File: config.mk
export PLATFORM = sky130hd
export DESIGN_NAME = axi4lite_master_ctrl
export DESIGN_NICKNAME = d
export VERILOG_FILES = /design/src/rtl/axi4lite_master_ctrl.sv
export SDC_FILE = /design/constraint.sdc
export NUM_CORES = 1
export LEC_CHECK = 0
export BUFFER_PORTS_ARGS = -buffer_cell sky130_fd_sc_hd__buf_2
export CAP_MARGIN = 40
export CORE_AREA = 2 2 114 116
export DETAILED_ROUTE_END_ITERATION = 10
export DIE_AREA = 0 0 116 118
export PLACE_DENSITY = 0.74
export SETUP_SLACK_MARGIN = 0.15
export SYNTH_ARGS = -nofsm -noshare
export SYNTH_HDL_FRONTEND = slang
export SYNTH_SLANG_ARGS = --single-unit
File: constraint.sdc
create_clock -name clk -period 1.7 [get_ports clk]
set_input_delay 0.17 -clock clk [delete_from_list [all_inputs] [get_ports clk]]
set_output_delay 0.17 -clock clk [all_outputs]
set_load 0.01 [all_outputs]
File: src/rtl/axi4lite_master_ctrl.sv
// axi4lite_master_ctrl: turns level-held store/load requests into single-beat AXI4-Lite transactions.
// Ports: clk/rst (sync, active-high); write_start/addr/data/strobe -> write_busy;
// read_start/addr -> read_data (latched RDATA), read_busy; resp_err pulses in DONE on SLVERR/DECERR;
// m_aw*/m_w*/m_b*/m_ar*/m_r* are the AXI4-Lite master channels, prot tied to 3'b000.
module axi4lite_master_ctrl #(
   parameter int ADDR_WIDTH = 32,
   parameter int DATA_WIDTH = 32
) (
   input  logic                    clk,
   input  logic                    rst,
   input  logic                    write_start,
   input  logic [ADDR_WIDTH-1:0]   write_addr,
   input  logic [DATA_WIDTH-1:0]   write_data,
   input  logic [DATA_WIDTH/8-1:0] write_strobe,
   output logic                    write_busy,
   input  logic                    read_start,
   input  logic [ADDR_WIDTH-1:0]   read_addr,
   output logic [DATA_WIDTH-1:0]   read_data,
   output logic                    read_busy,
   output logic                    resp_err,
   output logic [ADDR_WIDTH-1:0]   m_awaddr,
   output logic [2:0]              m_awprot,
   output logic                    m_awvalid,
   input  logic                    m_awready,
   output logic [DATA_WIDTH-1:0]   m_wdata,
   output logic [DATA_WIDTH/8-1:0] m_wstrb,
   output logic                    m_wvalid,
   input  logic                    m_wready,
   input  logic [1:0]              m_bresp,
   input  logic                    m_bvalid,
   output logic                    m_bready,
   output logic [ADDR_WIDTH-1:0]   m_araddr,
   output logic [2:0]              m_arprot,
   output logic                    m_arvalid,
   input  logic                    m_arready,
   input  logic [DATA_WIDTH-1:0]   m_rdata,
   input  logic [1:0]              m_rresp,
   input  logic                    m_rvalid,
   output logic                    m_rready
);
   localparam logic [2:0] IDLE    = 3'd0;
   localparam logic [2:0] WR_REQ  = 3'd1;
   localparam logic [2:0] WR_RESP = 3'd2;
   localparam logic [2:0] RD_REQ  = 3'd3;
   localparam logic [2:0] RD_RESP = 3'd4;
   localparam logic [2:0] DONE    = 3'd5;
   logic [2:0]              state_q, state_d;
   logic [ADDR_WIDTH-1:0]   addr_q, addr_d;
   logic [DATA_WIDTH-1:0]   wdata_q, wdata_d, rdata_q, rdata_d;
   logic [DATA_WIDTH/8-1:0] wstrb_q, wstrb_d;
   logic                    awvalid_q, awvalid_d, wvalid_q, wvalid_d, err_q, err_d;
   always_comb begin
      state_d   = state_q;
      addr_d    = addr_q;
      wdata_d   = wdata_q;
      wstrb_d   = wstrb_q;
      rdata_d   = rdata_q;
      awvalid_d = awvalid_q;
      wvalid_d  = wvalid_q;
      err_d     = err_q;
      case (state_q)
         IDLE:
            if (write_start) begin
               state_d   = WR_REQ;
               addr_d    = write_addr;
               wdata_d   = write_data;
               wstrb_d   = write_strobe;
               awvalid_d = 1'b1;
               wvalid_d  = 1'b1;
            end else if (read_start) begin
               state_d = RD_REQ;
               addr_d  = read_addr;
            end
         WR_REQ: begin
            // AW and W retire independently; leave once neither is still pending
            awvalid_d = awvalid_q & ~m_awready;
            wvalid_d  = wvalid_q & ~m_wready;
            state_d   = (!awvalid_d && !wvalid_d) ? WR_RESP : WR_REQ;
         end
         WR_RESP:
            if (m_bvalid) begin
               err_d   = m_bresp >= 2'b10;
               state_d = DONE;
            end
         RD_REQ:  state_d = m_arready ? RD_RESP : RD_REQ;
         RD_RESP:
            if (m_rvalid) begin
               rdata_d = m_rdata;
               err_d   = m_rresp >= 2'b10;
               state_d = DONE;
            end
         // DONE ignores the still-held start: it belongs to the instruction that just finished
         default: state_d = IDLE;
      endcase
   end
   always_ff @(posedge clk) begin
      if (rst) begin
         state_q   <= IDLE;
         addr_q    <= '0;
         wdata_q   <= '0;
         wstrb_q   <= '0;
         rdata_q   <= '0;
         awvalid_q <= 1'b0;
         wvalid_q  <= 1'b0;
         err_q     <= 1'b0;
      end else begin
         state_q   <= state_d;
         addr_q    <= addr_d;
         wdata_q   <= wdata_d;
         wstrb_q   <= wstrb_d;
         rdata_q   <= rdata_d;
         awvalid_q <= awvalid_d;
         wvalid_q  <= wvalid_d;
         err_q     <= err_d;
      end
   end
   assign m_awaddr   = addr_q;
   assign m_araddr   = addr_q;
   assign m_awprot   = 3'b000;
   assign m_arprot   = 3'b000;
   assign m_awvalid  = awvalid_q;
   assign m_wvalid   = wvalid_q;
   assign m_wdata    = wdata_q;
   assign m_wstrb    = wstrb_q;
   assign m_bready   = state_q == WR_RESP;
   assign m_arvalid  = state_q == RD_REQ;
   assign m_rready   = state_q == RD_RESP;
   assign read_data  = rdata_q;
   assign resp_err   = (state_q == DONE) && err_q;
   // busy is combinational so the stall covers the request cycle itself
   assign write_busy = state_q == WR_REQ || state_q == WR_RESP || (state_q == IDLE && write_start);
   assign read_busy  = state_q == RD_REQ || state_q == RD_RESP || (state_q == IDLE && read_start);
endmodule

# Word-level counts from Yosys, hierarchy flattened
# Cells that the tools add are included.
op_classes:
  magnitude_cmp: 2
  eq_ne: 9
  muxes: 15
  n_bitwise: 4
  n_reduce_logical: 20
op_table:
  columns: ["cell", "count"]
  rows:
  - ["$mux 32", 2]
  - ["$mux 3", 5]
  - ["$pmux 3 s5", 1]
  - ["$reduce_and 2->1", 4]
  - ["$eq 3x2->1 const B", 2]
  - ["$eq 3x3->1 const B", 2]
  - ["$ne 2x2->1 const B", 3]
  - ["$pmux 1 s2", 3]
  - ["$reduce_and 3->1", 2]
  - ["$reduce_bool 2->1", 3]
  - ["$ge 2x2->1 const B", 2]
  - ["$logic_and 1x1->1", 4]
  - ["$logic_or 1x1->1", 4]
  - ["$eq 3x1->1 const B", 1]
  - ["$logic_not 3->1", 1]
  - ["$mux 1", 3]
  - ["$ne 3x3->1 const B", 1]
  - ["$and 1x1->1", 2]
  - ["$logic_not 1->1", 2]
  - ["$mux 2", 1]
  - ["$not 1->1", 2]
totals:
  regBits: 106
  out_inout_bits: 146
  wordCells: 58

# Logic depth before layout (Yosys ltp)
logic_depth:
  word_depth: 6
  depth_mapped: 7
  mapped_depth_nobuf: 4

# Least setup slack after synthesis
# No wires, ideal clock.
synth_timing:
  path_type: "reg2out"
  start: "register state_q[0]"
  end: "output write_busy"
  t_arrival_ns: 1.179
  t_required_ns: 1.530
  path_slack_ns: 0.351
  stages_incl_launch_ff: 6
  n_path_buf: 2
  cell_sequence: "dfxtp_1 buf_6 nor3_2 and2_1 buf_2 or3_1"
synth_between:
  elab_chain_len: 3
  word_cells_on_any_way: 6
  classes_between: "2 x eq/ne; 4 x reduce/logical"
synth_lines:
  columns: ["element", "line", "source"]
  rows:
  - ["from (decl)", "47", "logic [2:0] state_q, state_d;"]
  - ["from (signal assigned)", "107", "state_q <= state_d;"]
  - ["$eq 3x1->1, or another cell as far along", "131", "assign write_busy = state_q == WR_REQ || state_q == WR_RESP || (state_q == IDLE && write_start);"]
  - ["$logic_or 1x1->1 or $logic_and 1x1->1 (tied branches)", "131", null]
  - ["$logic_or 1x1->1 (*)", "131", null]
  - ["to (decl)", "15", "output logic write_busy,"]
# Mark *: on every way between the ends. The rest lies on a longest branch, timed or not.

# Worst setup path in the final report
layout_timing:
  start: "register state_q[2]"
  end: "output write_busy"
# The elaborated chain is that of the path after synthesis.

==> run_results.csv <==
group,metric,value,unit
run_status,outcome,"complete, but fails checks",
run_status,failed_checks,"setup timing",
timing,min_period_over_period,102,%
drt,drc_errors,0,
yosys,synth_cell_types,33,
hold_path,hold_class,"in -> reg",
clock_tree,cts_buffers,9,
timing,max_freq,577,MHz
power_and_ir_drop,ir_drop,0.000646,V
layout,area_delta_synth_final,49.5,%
yosys,synth.most_common_cell,"nand2_1",
layout,nNetsFinal,933,
timing,setup_viol_count_final,1,
global_route,grtUsageTotal,17.7,%
timing,hold_viol,0,
drt,met3RoutedLength,1.16,mm
drt,wl_met1,5.60,mm
power_and_ir_drop,p_int,6.46,mW
drt,wire_per_inst,14.4,µm
drt,wl_met2,6.76,mm
power_and_ir_drop,power_frac_comb,43.4,%
power_and_ir_drop,leakagePower,3.43,nW
setup_path,path_cells,"and2b_2 -> nor2b_4 -> or3_4 -> buf_6",
timing,fin_ws,-0.0343,ns
yosys,synth-edff-count,0,
clock_tree,clock_latency,0.35,ns
floorplanning,die_h,118,µm
job,drv_cap,0,
floorplanning,die_width,116,µm
yosys,netlist_top_cells_area,"dfxtp_1, nand2_1, a21oi_1",
setup_path,cpPeakStageDelay,0.37,ns
yosys,ys_ff_latch,106,
clock_tree,cts_max_level,3,
drt,wirelength,13.9,mm
drt,dr.pass1.iters,4,
layout,drive_above_1_share,55.1,%
clock_tree,clockBufferDepth,2,
power_and_ir_drop,power,10.2,mW
power_and_ir_drop,power_density,1470,mW/mm²
setup_path,critical_path_required,1.53,ns
floorplanning,top_level_ports,291,
yosys,ys.flop_type,"dfxtp_1",
setup_path,r2r_slack,0.07,ns
yosys,avgSynthCellArea,8.58,µm²
yosys,synth_common_cells,"nand2_1, dfxtp_1, a21oi_1",
setup_path,crit_path_top_delay_cell,"or3_4",
floorplanning,coreArea,0.0124,mm²
clock_tree,clock-sinks,106,
setup_path,cp_max_fo,4,
setup_path,critPathCaptureType,"primary output",
global_route,grt-ovfl-total,0,
clock_tree,cts_tree,"yes",
floorplanning,initial_utilization,37.3,%
timing,hold_slack,0.0550,ns
power_and_ir_drop,seqPwrFrac,34.3,%
layout,stdcell_area,0.00691,mm²
yosys,yosys_warnings,0,
layout,multi_input_area,0.00241,mm²
placement,place_area,0.00596,mm²
layout,seqCellArea,0.00213,mm²
timing,skew,0.00500,ns
drt,via_per_inst,4.68,
placement,portBuffers,282,
yosys,yosysSeqAreaShare,45.9,%
global_route,grt_pass1_vias,3970,
power_and_ir_drop,pwr-share-clk,22.3,%
timing,maxSlewViolCount,0,
timing,rsz0062_at_grt,"true",
drt,top_layer_used,"met4",
global_route,grt_max_degree,53,
drt,drtIter0Drc,257,
power_and_ir_drop,p_sw,3.69,mW
floorplanning,dieArea,0.0137,mm²
yosys,netlist_area,0.00462,mm²
timing,period_needed,1.73,ns
yosys,async_reset_ff_share,0,%
power_and_ir_drop,switching_share,36.4,%
yosys,synth_top_area_share,45.9,%
placement,dp_slack,0.133,ns
global_route,grt_pass1_wl,19.2,mm
clock_tree,path_clk_slew,0.07,ns
clock_tree,cts_hold_buf,0,
yosys,syn_inst,539,
yosys,synth_top_area_cell,"dfxtp_1",
placement,gp_congestion,0.772,
drt,detail-route-antenna-nets,0,
timing,fin_tns_setup,-0.0343,ns
setup_path,critPathArrivalTime,1.56,ns
floorplanning,rows,41,
placement,dp_hpwl,9.35,mm
global_route,antenna_found_initial,0,
setup_path,critical_path_class,"reg -> out",
clock_tree,cts_root_buffer,"clkbuf_16",
drt,vias,4509,
layout,diodes,0,
setup_path,cp-start-kind,"flop",
layout,fill_cells,1168,
[timing repair]
action	CTS	global route
gates cloned	0	5
resized for setup	17	104
endpoints found under the setup margin	7	92
pin swaps	2	24
setup buffers	6	5
[flip-flops by register name (all words and copies together), names as in the netlist]
signal	count
state_q	3
m_wvalid	1
read_data	32
m_awvalid	1
m_wstrb	4
m_araddr	32
err_q	1
m_wdata	32
[layer usage]
layer / vias to the layer above / global-route usage (%)
met2: 184 / 30.0
met3: 26 / 5.87
met1: 2059 / 19.8
met4: 0 / 7.89
met5: - / 0
li1: 2240 / -
[path summary, 6_finish.rpt]
check | from | end | cells past startpoint
max | state_q[2] | write_busy | 4
min | m_rdata[18] | read_data[18] | 3
max reg2reg | state_q[1] | read_data[26] | 7
min reg2reg | m_wdata[14] | m_wdata[14] | 2
[cells in the final DEF, fill, tap and decap left out, types with 2 or more instances in the layout]
cell       synthesis  routed
clkbuf_16          0      12
bufinv_16          0       2
buf_12             0       7
a211oi_2          28      28
buf_4             42      17
o21ai_0            2       2
and2_4             0       3
nand2_1          142     110
nand2b_1           5       4
clkbuf_8           0       2
a21oi_2            0      32
buf_2             13     277
mux2i_1           33      33
dfxtp_4            0       3
dfxtp_1          106     103
conb_1             1       6
a211oi_1           4       4
a21oi_1           76      44
nand2_2            0       4
buf_6              4       7
nand2_4            0      28
nor2_1            41      41
nor2b_4            0       2
[logic make-up after synthesis]
logic type             share of synthesized area (%)
DFF                                             45.9
and+or+nand+nor                                 17.8
muxes                                           7.14
other                                         0.0811
buffers and inverters                           10.9
AOI/OAI and AO/OA                               18.2
[per-stage QoR]
step	std cells	utilization [%]
after global placement	933	48.0
after CTS	954	51.4
final	964	55.7
after detailed placement	933	48.0
after floorplan	544	-
after global routing	964	55.7
[area by class of cell]
type | count | area share (%)
Inverter | 1 | 0.0543
Clock inverter | 4 | 1.07
Sequential cell | 106 | 30.9
Multi-Input combinational cell | 358 | 34.9
Clock buffer | 11 | 3.66
Timing Repair Buffer | 312 | 26.4
Tap cell | 172 | 3.11
[critical path, delay by kind of cell (launching register included)]
family / cells / cell delay [ns]
buffers and inverters: 1 / 0.13
flip-flops: 1 / 0.36
AND/OR/NAND/NOR: 3 / 0.73
[power by group through the flow]
stage,Clock (mW),Sequential [mW],Combinational [mW]
after floorplan,0,3.71,2.52
after global placement,0,3.51,3.72
after detailed placement,0,3.53,3.77
after CTS,2.35,3.48,3.98
after global routing,2.44,3.55,4.84
final,2.27,3.48,4.41
Power figures use the tool's default switching activity.
